$ cat src/rtl/ddr3_write_burst_tx_pkg.sv
// Shared constants and FSM encodings for the DDR3 write-burst transmitter.
// Optional data-mask support is enabled by defining DDR3_TX_DM_EN.
package ddr3_write_burst_tx_pkg;

  localparam int unsigned DEF_DW = 16;
  localparam int unsigned DEF_BL = 8;
  localparam int unsigned DEF_WL = 5;

  localparam logic [2:0] S_IDLE  = 3'd0;
  localparam logic [2:0] S_WAIT  = 3'd1;
  localparam logic [2:0] S_PRE   = 3'd2;
  localparam logic [2:0] S_BURST = 3'd3;
  localparam logic [2:0] S_POST  = 3'd4;

  // Beat-counter width: clog2(BL), never narrower than one bit.
  function automatic int unsigned beat_cnt_w(input int unsigned bl);
    return (bl > 2) ? $clog2(bl) : 1;
  endfunction

endpackage

$ cat src/rtl/ddr3_tx_serializer.sv
// Burst serializer: loads a full burst, emits one DW beat per shift cycle and the DQS toggle.
// With DDR3_TX_DM_EN defined it also carries the per-beat data mask.
module ddr3_tx_serializer #(
  parameter int unsigned DW = 16,
  parameter int unsigned BL = 8
) (
  input  logic             clk,
  input  logic             reset,
  input  logic             i_load,
  input  logic [DW*BL-1:0] i_wdata,
`ifdef DDR3_TX_DM_EN
  input  logic [BL-1:0]    i_wmask,
  output logic             o_dm,
`endif
  input  logic             i_shift,
  output logic [DW-1:0]    o_dq,
  output logic             o_dqs
);

  logic [DW*BL-1:0] r_data;
  logic             r_phase;
  logic [DW-1:0]    r_dq;
  logic             r_dqs;
`ifdef DDR3_TX_DM_EN
  logic [BL-1:0]    r_mask;
  logic             r_dm;
`endif

  // r_phase starts high so beat 0 goes out on a DQS rising edge.
  always_ff @(posedge clk) begin
    if (reset) begin
      r_data  <= '0;
      r_phase <= 1'b1;
      r_dq    <= '0;
      r_dqs   <= 1'b0;
`ifdef DDR3_TX_DM_EN
      r_mask  <= '0;
      r_dm    <= 1'b0;
`endif
    end else begin
      if (i_load) begin
        r_data  <= i_wdata;
        r_phase <= 1'b1;
`ifdef DDR3_TX_DM_EN
        r_mask  <= i_wmask;
`endif
      end else if (i_shift) begin
        r_data  <= r_data >> DW;
        r_phase <= ~r_phase;
`ifdef DDR3_TX_DM_EN
        r_mask  <= r_mask >> 1;
`endif
      end
      r_dq  <= i_shift ? r_data[DW-1:0] : '0;
      r_dqs <= i_shift & r_phase;
`ifdef DDR3_TX_DM_EN
      r_dm  <= i_shift & r_mask[0];
`endif
    end
  end

  assign o_dq  = r_dq;
  assign o_dqs = r_dqs;
`ifdef DDR3_TX_DM_EN
  assign o_dm  = r_dm;
`endif

endmodule

$ cat src/rtl/ddr3_write_burst_tx.sv
// DDR3 write-path transmitter: FSM and write-latency counter driving DQ/DQS for one burst.
// Define DDR3_TX_DM_EN to add the wmask input and dm_out output.
module ddr3_write_burst_tx
  import ddr3_write_burst_tx_pkg::*;
#(
  parameter int unsigned DW = DEF_DW,
  parameter int unsigned BL = DEF_BL,
  parameter int unsigned WL = DEF_WL
) (
  input  logic             clk,
  input  logic             reset,
  input  logic             start,
  input  logic [DW*BL-1:0] wdata,
`ifdef DDR3_TX_DM_EN
  input  logic [BL-1:0]    wmask,
  output logic             dm_out,
`endif
  output logic             ready,
  output logic             busy,
  output logic [DW-1:0]    dq_out,
  output logic             dq_oe,
  output logic             dqs_out,
  output logic             dqs_oe,
  output logic             done
);

  localparam int unsigned BEAT_W = beat_cnt_w(BL);
  localparam int unsigned LAT_W  = 4;

  logic [2:0]        r_state;
  logic [2:0]        w_state_d;
  logic [LAT_W-1:0]  r_lat;
  logic [BEAT_W-1:0] r_beat;
  logic              w_accept;
  logic              w_last_wait;
  logic              w_last_beat;
  logic              r_ready;
  logic              r_busy;
  logic              r_dq_oe;
  logic              r_dqs_oe;
  logic              r_done;

  assign w_accept    = start && (r_state == S_IDLE);
  assign w_last_wait = (r_lat == LAT_W'(WL - 1));
  assign w_last_beat = (r_beat == BEAT_W'(BL - 1));

  always_comb begin
    w_state_d = r_state;
    case (r_state)
      S_IDLE:  if (start) w_state_d = (WL == 1) ? S_PRE : S_WAIT;
      S_WAIT:  if (w_last_wait) w_state_d = S_PRE;
      S_PRE:   w_state_d = S_BURST;
      S_BURST: if (w_last_beat) w_state_d = S_POST;
      S_POST:  w_state_d = S_IDLE;
      default: w_state_d = S_IDLE;
    endcase
  end

  // r_lat counts WAIT cycles starting at 1, so WAIT ends after WL-1 cycles.
  always_ff @(posedge clk) begin
    if (reset) begin
      r_state <= S_IDLE;
      r_lat   <= '0;
      r_beat  <= '0;
    end else begin
      r_state <= w_state_d;
      if (w_accept) begin
        r_lat <= LAT_W'(1);
      end else if (r_state == S_WAIT) begin
        r_lat <= r_lat + 1'b1;
      end else begin
        r_lat <= '0;
      end
      if ((r_state == S_BURST) && !w_last_beat) begin
        r_beat <= r_beat + 1'b1;
      end else begin
        r_beat <= '0;
      end
    end
  end

  // Outputs are registered from the next state so they line up with it.
  always_ff @(posedge clk) begin
    if (reset) begin
      r_ready  <= 1'b1;
      r_busy   <= 1'b0;
      r_dq_oe  <= 1'b0;
      r_dqs_oe <= 1'b0;
      r_done   <= 1'b0;
    end else begin
      r_ready  <= (w_state_d == S_IDLE);
      r_busy   <= (w_state_d != S_IDLE);
      r_dq_oe  <= (w_state_d == S_BURST);
      r_dqs_oe <= (w_state_d == S_PRE) || (w_state_d == S_BURST) || (w_state_d == S_POST);
      r_done   <= (w_state_d == S_POST);
    end
  end

  ddr3_tx_serializer #(
    .DW (DW),
    .BL (BL)
  ) u_serializer (
    .clk     (clk),
    .reset   (reset),
    .i_load  (w_accept),
    .i_wdata (wdata),
`ifdef DDR3_TX_DM_EN
    .i_wmask (wmask),
    .o_dm    (dm_out),
`endif
    .i_shift (w_state_d == S_BURST),
    .o_dq    (dq_out),
    .o_dqs   (dqs_out)
  );

  assign ready  = r_ready;
  assign busy   = r_busy;
  assign dq_oe  = r_dq_oe;
  assign dqs_oe = r_dqs_oe;
  assign done   = r_done;

endmodule

$ cat config.mk
export PLATFORM = sky130hd
export DESIGN_NAME = ddr3_write_burst_tx
export DESIGN_NICKNAME = d
export VERILOG_FILES = /design/src/rtl/ddr3_write_burst_tx_pkg.sv /design/src/rtl/ddr3_tx_serializer.sv /design/src/rtl/ddr3_write_burst_tx.sv
export SDC_FILE = /design/constraint.sdc
export NUM_CORES = 1
export LEC_CHECK = 0
export ABC_AREA = 1
export CELL_PAD_IN_SITES_DETAIL_PLACEMENT = 0
export CELL_PAD_IN_SITES_GLOBAL_PLACEMENT = 1
export CORE_ASPECT_RATIO = 0.6
export CORE_MARGIN = 2
export CORE_UTILIZATION = 40
export DETAILED_ROUTE_END_ITERATION = 10
export DONT_BUFFER_PORTS = 1
export PLACE_DENSITY_LB_ADDON = 0.1
export SLEW_MARGIN = 40
export SYNTH_ARGS = -nofsm -noshare
export SYNTH_HDL_FRONTEND = slang
export SYNTH_SLANG_ARGS = --single-unit
$ cat constraint.sdc
create_clock -name clk -period 5.01 [get_ports clk]
set_input_delay 1.503 -clock clk [delete_from_list [all_inputs] [get_ports clk]]
set_output_delay 1.503 -clock clk [all_outputs]
set_load 0.01 [all_outputs]
==> results.ini, run 1 <==
[hold_path]
min_path_cells=1
hold_path.class=flop to flop
hp-start=r_beat[0]$_SDFF_PP0_

[synth]
synth_commonest_cells=325 x nand3_1, 286 x nand2_1, 161 x dfxtp_1
yosysTopAreaCell=dfxtp_1
synth-seq-area-share=0.4510
synth_top_area_share=0.4510
synth_flop_cell=dfxtp_1
synth.most_common_cell=nand3_1
async_reset_ff_frac=0
yosysWarnings=0
ys_types=21
ys_seq_elements=161
synth_edf_count=0
syn_nets=1186
syn_area_um2=7147
netlist_instances=1051
synth.area.top_cells=dfxtp_1 45%, nand3_1 23%, nand2_1 15%
syn_area_per_cell_um2=6.800

[global_route]
grt_usage=0.2136
overflow=0
antenna_found_initial=1
grt_pass1_vias=5801
grt_max_degree=223
grt_pass1_wl_mm=31.37

[die]
fp.dieH_um=107.5
die_x_um=176.6
core-area_um2=17310
die-area_um2=18990
io_pins=153
num_rows=37
start_util=0.4128

[worst_setup_path]
crit_path_start=start
max_stage_delay_ns=0.57
critical_path_class=input port to flop
critPathCaptureType=flop
start_kind=input port
timing.rr.start=r_beat[0]$_SDFF_PP0_
critPathSlowestCell=inv_6
reg2reg_depth=8
cp_max_fo=113
crit_family=buffers and inverters
cp_cell_sequence=inv_1 -> nor2_1 -> nand2_4 -> inv_6 -> buf_4 -> nand2_1 -> nand3_1 -> nand2_1 -> inv_1
worst-path-stages=9
required_ns=5.38
cp.arrival_ns=2.99
cp.buffers_inverters=4

[routing]
routed_wl_mm=19.72
wire_per_inst_um=15.80
drc=0
vias=6225
ant_nets=0
drt_iter0_drc=445
avgViaCountPerCell=4.988
drt_first_pass_iters=5

[clocking]
cts_setup_buffers=0
tritoncts=done
clock_latency_ns=0.42
clk_pin_slew_ns=0.07
cts_root_buf=clkbuf_16
clock_path_buffers=2
holdBufCountCts=0
clock_sinks=161
post_cts_resized=0
htreeDepth=4
cts_buffers=17

[timing]
fin_skew_ns=0.01248
setup_tns_ns=0
worst_slew_pin_slew_ns=0.7752
period_minus_slack_ns=2.614
finalHoldViolCount=0
setup_viol=0
rsz0062_at_grt=no
drv_slew=0
hold-worst-slack_ns=0.4265
fin_ws_ns=2.396
period_share=0.5218
slew_headroom=0.4832
fmax_ghz=0.3825

[final_layout]
nets=1137
area_growth_syn_to_layout_pct=9.401
n_fill_cell=1893
final_cells=1248
regArea_um2=3223
layout-drive-gt1-share=0.04832
n_antenna_cell=0
multi_input_area_um2=3073

[placed_design]
dp.cells=1215
pre_cts_ws_ns=1.882
io_buffers=0
place_congestion=0.7305
dp_hpwl_mm=12.78

[power_and_ir_drop]
switching_share=0.2604
p_int_uw=2197
powerDensity_nw_per_um2=380.0
pwr-share-comb=0.090
peakVddDrop_v=0.0002170
seqPwrFrac=0.469
p_sw_uw=773.7
total_leakage_power_uw=0.003940
p_clk_frac=0.442
fin_total_pwr_uw=2971

[outcome]
status=finished clean

[flow_run]
maxCapViolCount=0

[flip-flops by register name, summed over array words and instances (netlist names)]
| register | cells |
|---|---|
| r_beat | 3 |
| u_serializer.o_dqs | 1 |
| u_serializer.r_data | 128 |
| dq_oe | 1 |
| r_lat | 4 |
| r_state | 3 |
| done | 1 |
| u_serializer.o_dq | 16 |
| u_serializer.r_phase | 1 |
| busy | 1 |
| ready | 1 |
| dqs_oe | 1 |
[cells by family after synthesis]
family                   after synthesis  synth area share
AND/OR/NAND/NOR                      648            0.3999
XOR/XNOR                               3          0.003677
AO/OA/AOI/OAI                         23           0.01663
flip-flops                           161            0.4510
adder cells (fa/ha/maj)                4          0.007003
buffers and inverters                212            0.1218
[worst register-to-register path: stages, from the launching register on]
cell	delay [ns]
dfxtp_1	0.32
ha_1	0.21
ha_1	0.21
nand2_1	0.15
nand3_4	0.39
buf_4	0.48
nor2_4	0.27
inv_2	0.19
nor2_1	0.15
[through the flow]
step                area, µm²    util
floorplan                7147       -
finish                   7819  0.4516
CTS                      7776  0.4491
detailed placement       7183  0.4149
global placement         7181  0.4147
global route             7819  0.4516
[power by group through the flow]
stage / logic, µW / clock network, µW / registers [µW]
final: 267 / 1310 / 1390
after CTS: 268 / 1350 / 1390
after floorplan: 228 / 0 / 1400
after global placement: 265 / 0 / 1420
after global routing: 313 / 1410 / 1400
after detailed placement: 266 / 0 / 1420
[layout by cell type (no fill, tap or decap)]
cell type   count
inv_1         130
inv_6           3
nand3_4         1
nor2_4          2
clkbuf_8        1
nor2_1         33
clkbuf_16      17
buf_8           1
dfxtp_1       161
xnor2_1         1
a21oi_1        19
nand2_4         1
inv_2           2
xor2_1          2
a31oi_1         1
clkinv_4        3
buf_16          1
inv_8           2
bufinv_16       2
ha_1            4
o21ai_0         2
clkinv_2        2
nand2_1       285
o211ai_1        1
nand3_1       325
clkinvlp_4      3
buf_12          2
nand4_1         1
buf_4           6
[layer usage]
layer | wire length (µm) | global-route usage
met5 | 0 | 0
met1 | 9868 | 0.3107
met4 | 60 | 0.04959
met2 | 8234 | 0.3080
met3 | 1556 | 0.06321
[area by class of cell]
class	instances	area share
clock buffer	18	0.05617
clock inverter	13	0.01968
inverter	134	0.06513
multi-input combinational	678	0.3930
sequential	161	0.4122
tap	234	0.03745
timing repair buffer	10	0.01632
[final timing paths]
check | end | slack, ns
min reg2reg | r_beat[0]$_SDFF_PP0_ | 0.43
max reg2reg | u_serializer.o_dq[14]$_SDFF_PP0_ | 2.59
min | r_beat[0]$_SDFF_PP0_ | 0.43
max | u_serializer.r_data[68]$_SDFFE_PP0P_ | 2.40
Note: power is estimated with default switching activity, not from simulation.
==> run 2: changes to the inputs <==
Clock period 5.01 ns to 2.3 ns, I/O delays scaled along.
==> run 2 against run 1 <==
Final area rose by 2.2%; sequential power rose by 120%; routed wire length rose by 1.1%; first-iteration DRC count rose by 9.9%; combinational power rose by 130%; power rose by 120%; clock skew fell by 0.0019 ns; sequential cell count did not move.
==> results.ini, run 2 (same netlist as run 1, synthesis figures left out) <==
[hold_path]
hold_path.class=input port to flop

[clocking]
post_cts_resized=0  ; unchanged
clk_pin_slew_ns=0.06  ; about the same
tritoncts=done
cts_setup_buffers=0  ; unchanged
cts_buffers=17  ; unchanged
holdBufCountCts=0  ; unchanged
clock_sinks=161  ; unchanged
htreeDepth=4  ; unchanged
clock_path_buffers=2  ; unchanged
clock_latency_ns=0.43  ; about the same
cts_root_buf=clkbuf_16

[final_layout]
layout-drive-gt1-share=0.05566  ; +0.007341
area_growth_syn_to_layout_pct=11.82
layout_commonest_cell=nand3_1
final_cell_mix=325 x nand3_1, 285 x nand2_1, 161 x dfxtp_1
n_fill_cell=1872  ; -1.1%
nets=1146  ; +0.79%
regMostFlops=u_serializer.r_data
final_util=0.4616  ; +0.009972
largest_register_ff_count=128  ; unchanged

[timing]
period_minus_slack_ns=1.879
rsz0062_at_grt=no
fmax_ghz=0.5322
drv_slew=0  ; unchanged
finalHoldViolCount=0  ; unchanged
setup_tns_ns=0  ; unchanged
setup_viol=0  ; unchanged
period_share=0.8170
worst_slew_pin_slew_ns=0.4129  ; -0.3623 ns
fin_skew_ns=0.01059  ; -0.001891 ns
hold-worst-slack_ns=0.3356  ; -0.09090 ns
slew_headroom=0.7247  ; +0.2415

[routing]
vias=6262  ; +0.59%
drt_iter0_drc=489  ; +9.9%
avgViaCountPerCell=4.974  ; -0.28%
routed_wl_mm=19.93  ; +1.1%
ant_nets=0  ; unchanged
drt_first_pass_iters=8  ; +3
wire_per_inst_um=15.83  ; +0.17%
drc=0  ; unchanged

[worst_setup_path]
critical_path_class=flop to flop
critPathSlowestCell=dfxtp_1
critPathCaptureType=flop
cp_max_fo=47  ; -58%
required_ns=2.67  ; -2.71 ns
start_kind=flop
cp.arrival_ns=2.25  ; -0.74 ns
cp_cell_sequence=ha_1 -> ha_1 -> nand2_1 -> inv_1 -> nor2_4 -> buf_12 -> buf_12 -> nand3_1 -> nand3_1 -> nand2_1 -> inv_1
max_stage_delay_ns=0.31  ; -0.26 ns

[die]
io_pins=153  ; unchanged
start_util=0.4128  ; unchanged
die-area_um2=18990  ; unchanged
die_x_um=176.6  ; unchanged
core-area_um2=17310  ; unchanged
num_rows=37  ; unchanged
fp.dieH_um=107.5  ; unchanged

[placed_design]
dp_hpwl_mm=13.60  ; +6.4%
io_buffers=0  ; unchanged
place_congestion=0.7465  ; +2.2%

[global_route]
overflow=0  ; unchanged
grt_pass1_wl_mm=31.21  ; -0.53%
grt_usage=0.2149  ; +0.001250
antenna_found_initial=1  ; unchanged
grt_pass1_vias=5716  ; -1.5%
grt_max_degree=64  ; -71%

[power_and_ir_drop]
total_leakage_power_uw=0.004023  ; +2.1%
pwr-share-comb=0.094  ; +0.004
powerDensity_nw_per_um2=826.9  ; +120%
p_sw_uw=1662  ; +110%
peakVddDrop_v=0.0004442  ; +100%
switching_share=0.2515  ; -0.008865
p_int_uw=4946  ; +130%
p_clk_frac=0.447  ; +0.005
seqPwrFrac=0.459  ; -0.010

[flow_run]
maxCapViolCount=0  ; unchanged

[outcome]
status=finished clean

-- run 2: cell count changes in the layout (fill, tap and decap cells not counted), sizes merged --
cell    previous run  this run
inv              137       136
buf               10        19
clkinv             5         3
diode              0         1
clkbuf            18        21
bufinv             2         3
-- run 2: power groups by stage --
stage | Sequential [µW] | Combinational, µW | Clock (µW)
2_1_floorplan | 3060 | 496 | 0
3_3_place_gp | 3100 | 624 | 0
3_5_place_dp | 3100 | 624 | 0
4_1_cts | 3040 | 627 | 3030
5_1_grt | 3050 | 717 | 3160
6_report | 3040 | 620 | 2950
-- run 2: final cells by class --
cell class	count	area (µm²)	share of cell area
Antenna cell	1	2.502	0.0003131
Clock buffer	21	460.4	0.05762
Clock inverter	11	152.6	0.01910
Inverter	134	506.7	0.06341
Multi-Input combinational cell	678	3073	0.3845
Sequential cell	161	3223	0.4033
Tap cell	234	292.8	0.03664
Timing Repair Buffer	19	280.3	0.03507
-- run 2: per-stage QoR --
stage	instance area (µm²)	power, µW	cells	worst slack (ns)
after detailed placement	7376	3722	1226	0.4331
after global placement	7376	3723	1226	0.4678
after floorplan	7147	3556	1051	0.5681
after CTS	7989	6689	1258	0.4109
final	7991	6608	1259	0.4209
after global routing	7989	6931	1258	0.2301
-- run 2: worst paths after layout --
check	start	to	slack, ns	cells after the start
setup / recovery	r_beat[0]$_SDFF_PP0_	u_serializer.r_data[98]$_SDFFE_PP0P_	0.42	11
hold / removal	reset	u_serializer.o_dqs$_SDFF_PP0_	0.34	1
setup reg to reg	r_beat[0]$_SDFF_PP0_	u_serializer.r_data[98]$_SDFFE_PP0P_	0.42	11
hold reg to reg	u_serializer.r_data[2]$_SDFFE_PP0P_	u_serializer.o_dq[2]$_SDFF_PP0_	0.43	2
-- run 2: routing by layer --
metal / vias up / GRT usage / part of all wire
met5: - / 0 / 0
met4: 0 / 0.04959 / 0.0062
met3: 10 / 0.06709 / 0.072
met2: 161 / 0.3044 / 0.42
met1: 2835 / 0.3145 / 0.51
li1: 3256 / - / -
-- run 2: worst max-delay path, delay by kind of cell, from the launching register on --
kind                       cells  cell delay (ns)
and+or+nand+nor                5             0.50
buffers and inverters          4             0.60
DFF                            1             0.31
adders and majority gates      2             0.38
==> run 3: changes to the inputs <==
Clock period 2.3 ns to 1.95 ns, I/O delays scaled along.
==> run 3 against run 2 <==
Non-clock buffer count rose by 5; maximum frequency increased by 5.4%; cell count up 0.32%; sequential cell count unchanged; first-iteration DRC count fell by 18%; clock skew is 0.0067 ns higher; die area unchanged; global-route usage is 0.25 points lower; final area fell by 0.33%; sequential power increased by 18%; worst hold slack lost 0.10 ns; largest power group unchanged.
==> results.ini, run 3 (same netlist as run 1, synthesis figures left out) <==
[routing]
wire_per_inst_um=16.07  ; +1.5%
drt_first_pass_iters=5  ; -3
avgViaCountPerCell=4.984  ; +0.21%
drc=0  ; unchanged
vias=6295  ; +0.53%
routed_wl_mm=20.29  ; +1.8%
drt_iter0_drc=402  ; -18%
ant_nets=0  ; unchanged

[die]
die_x_um=176.6  ; unchanged
fp.dieH_um=107.5  ; unchanged
num_rows=37  ; unchanged
start_util=0.4128  ; unchanged
io_pins=153  ; unchanged
die-area_um2=18990  ; unchanged
core-area_um2=17310  ; unchanged

[worst_setup_path]
max_stage_delay_ns=0.32  ; about the same
cp.arrival_ns=2.16  ; -0.09 ns
cp_cell_sequence=ha_1 -> ha_1 -> nand2_1 -> inv_1 -> nor2_4 -> buf_12 -> buf_12 -> nand3_1 -> nand3_1 -> nand2_1 -> inv_1
start_kind=flop
reg2reg_setup_slack_ns=0.17  ; -0.25 ns
critical_path_class=flop to flop
critPathCaptureType=flop
cp_max_fo=25  ; -47%
reg2reg_depth=11  ; unchanged
required_ns=2.33  ; -0.34 ns
critPathSlowestCell=dfxtp_1
r2r-end=u_serializer.r_data[56]$_SDFFE_PP0P_
timing.rr.start=r_beat[0]$_SDFF_PP0_

[timing]
period_minus_slack_ns=1.782  ; -0.09671 ns
drv_slew=0  ; unchanged
setup_tns_ns=0  ; unchanged
period_share=0.9140  ; +0.09704
worst_slew_pin_slew_ns=0.5697  ; +0.1567 ns
fmax_ghz=0.5611  ; +5.4%
rsz0062_at_grt=no
fin_ws_ns=0.1676  ; -0.2533 ns
hold-worst-slack_ns=0.2333  ; -0.1023 ns
finalHoldViolCount=0  ; unchanged
slew_headroom=0.6202  ; -0.1045
setup_viol=0  ; unchanged
fin_skew_ns=0.01732  ; +0.006727 ns

[final_layout]
area_growth_syn_to_layout_pct=11.45
multi_input_area_um2=3073  ; unchanged
final_cell_mix=325 x nand3_1, 285 x nand2_1, 161 x dfxtp_1
nets=1151  ; +0.44%
final_util=0.4600  ; -0.001517
n_fill_cell=1860  ; -0.64%
layout_commonest_cell=nand3_1
largest_register_ff_count=128  ; unchanged
n_antenna_cell=0  ; -1
regArea_um2=3223  ; unchanged
regMostFlops=u_serializer.r_data
layout-drive-gt1-share=0.06025  ; +0.004589

[hold_path]
min_path_cells=1  ; unchanged
hp-start=reset
holdPathEnd=u_serializer.r_data[120]$_SDFFE_PP0P_
hold_path.class=input port to flop

[power_and_ir_drop]
peakVddDrop_v=0.0005555  ; +25%
powerDensity_nw_per_um2=935.6  ; +13%
switching_share=0.2738  ; +0.02227
p_clk_frac=0.423  ; -0.024
p_int_uw=5412  ; +9.4%
seqPwrFrac=0.481  ; +0.022
pwr-share-comb=0.096  ; +0.002
total_leakage_power_uw=0.004015  ; -0.21%
p_sw_uw=2041  ; +23%

[clocking]
post_cts_resized=0  ; unchanged
cts_root_buf=clkbuf_16
cts_buffers=17  ; unchanged
clock_latency_ns=0.42  ; about the same
clock_sinks=161  ; unchanged
tritoncts=done
htreeDepth=4  ; unchanged
clk_pin_slew_ns=0.07  ; about the same
clock_path_buffers=2  ; unchanged

[flow_run]
maxCapViolCount=0  ; unchanged

[global_route]
grt_max_degree=81  ; +27%
overflow=0  ; unchanged
grt_pass1_wl_mm=31.05  ; -0.51%
grt_pass1_vias=5739  ; +0.40%
antenna_found_initial=0  ; -1
grt_usage=0.2123  ; -0.002538

[placed_design]
io_buffers=0  ; unchanged
pre_cts_ws_ns=0.1525  ; -0.2806 ns
dp_hpwl_mm=13.29  ; -2.3%
place_congestion=0.7886  ; +5.6%

[outcome]
status=finished clean

==> run 3: worst max-delay path by stage <==
stage | startpoint | cells past startpoint | end
after floorplan | r_beat[0]$_SDFF_PP0_ | 10 | u_serializer.r_data[71]$_SDFFE_PP0P_
after global placement | start | 8 | u_serializer.r_data[57]$_SDFFE_PP0P_
after detailed placement | start | 8 | u_serializer.r_data[56]$_SDFFE_PP0P_
after CTS | r_beat[0]$_SDFF_PP0_ | 11 | u_serializer.r_data[56]$_SDFFE_PP0P_
after global routing | r_beat[0]$_SDFF_PP0_ | 11 | u_serializer.r_data[83]$_SDFFE_PP0P_
final | r_beat[0]$_SDFF_PP0_ | 11 | u_serializer.r_data[56]$_SDFFE_PP0P_
==> run 3: area by class of cell <==
| class | instances | area share |
|---|---|---|
| timing repair buffer | 24 | 0.04053 |
| inverter | 134 | 0.06362 |
| clock buffer | 20 | 0.05608 |
| tap | 234 | 0.03676 |
| sequential | 161 | 0.4046 |
| clock inverter | 12 | 0.01257 |
| multi-input combinational | 678 | 0.3858 |
==> run 3: metrics by stage <==
stage / total power (µW) / instance area (µm²) / instances
after global placement: 4378 / 7386 / 1229
after floorplan: 4194 / 7147 / 1051
after detailed placement: 4379 / 7386 / 1229
after global routing: 7795 / 7965 / 1263
after CTS: 7541 / 7933 / 1261
final: 7452 / 7965 / 1263
==> run 3: worst max-delay path: cells and delay by family (launching register included) <==
| kind | cells | cell delay (ns) |
|---|---|---|
| adder cells (fa/ha/maj) | 2 | 0.38 |
| flip-flops | 1 | 0.32 |
| AND/OR/NAND/NOR | 5 | 0.53 |
| buffers and inverters | 4 | 0.50 |
==> run 3: power by group through the flow <==
stage | Sequential, µW | Combinational, µW | Clock, µW
after floorplan | 3610 | 585 | 0
after global placement | 3660 | 719 | 0
after detailed placement | 3660 | 721 | 0
after CTS | 3580 | 725 | 3230
after global routing | 3600 | 824 | 3370
final | 3580 | 713 | 3160
==> run 3: what timing repair did <==
action	in CTS	in global routing
endpoints found under the setup margin	0	1
hold buffers	0	0
buffers inserted	0	1
endpoints found under the hold margin	0	0
==> run 3: per-layer routing <==
layer / up-vias / GRT usage / wire, µm
met5: - / 0 / 0
met3: 6 / 0.06144 / 1476
li1: 3266 / - / -
met2: 150 / 0.3147 / 8711
met1: 2873 / 0.3028 / 10030
met4: 0 / 0.04959 / 72
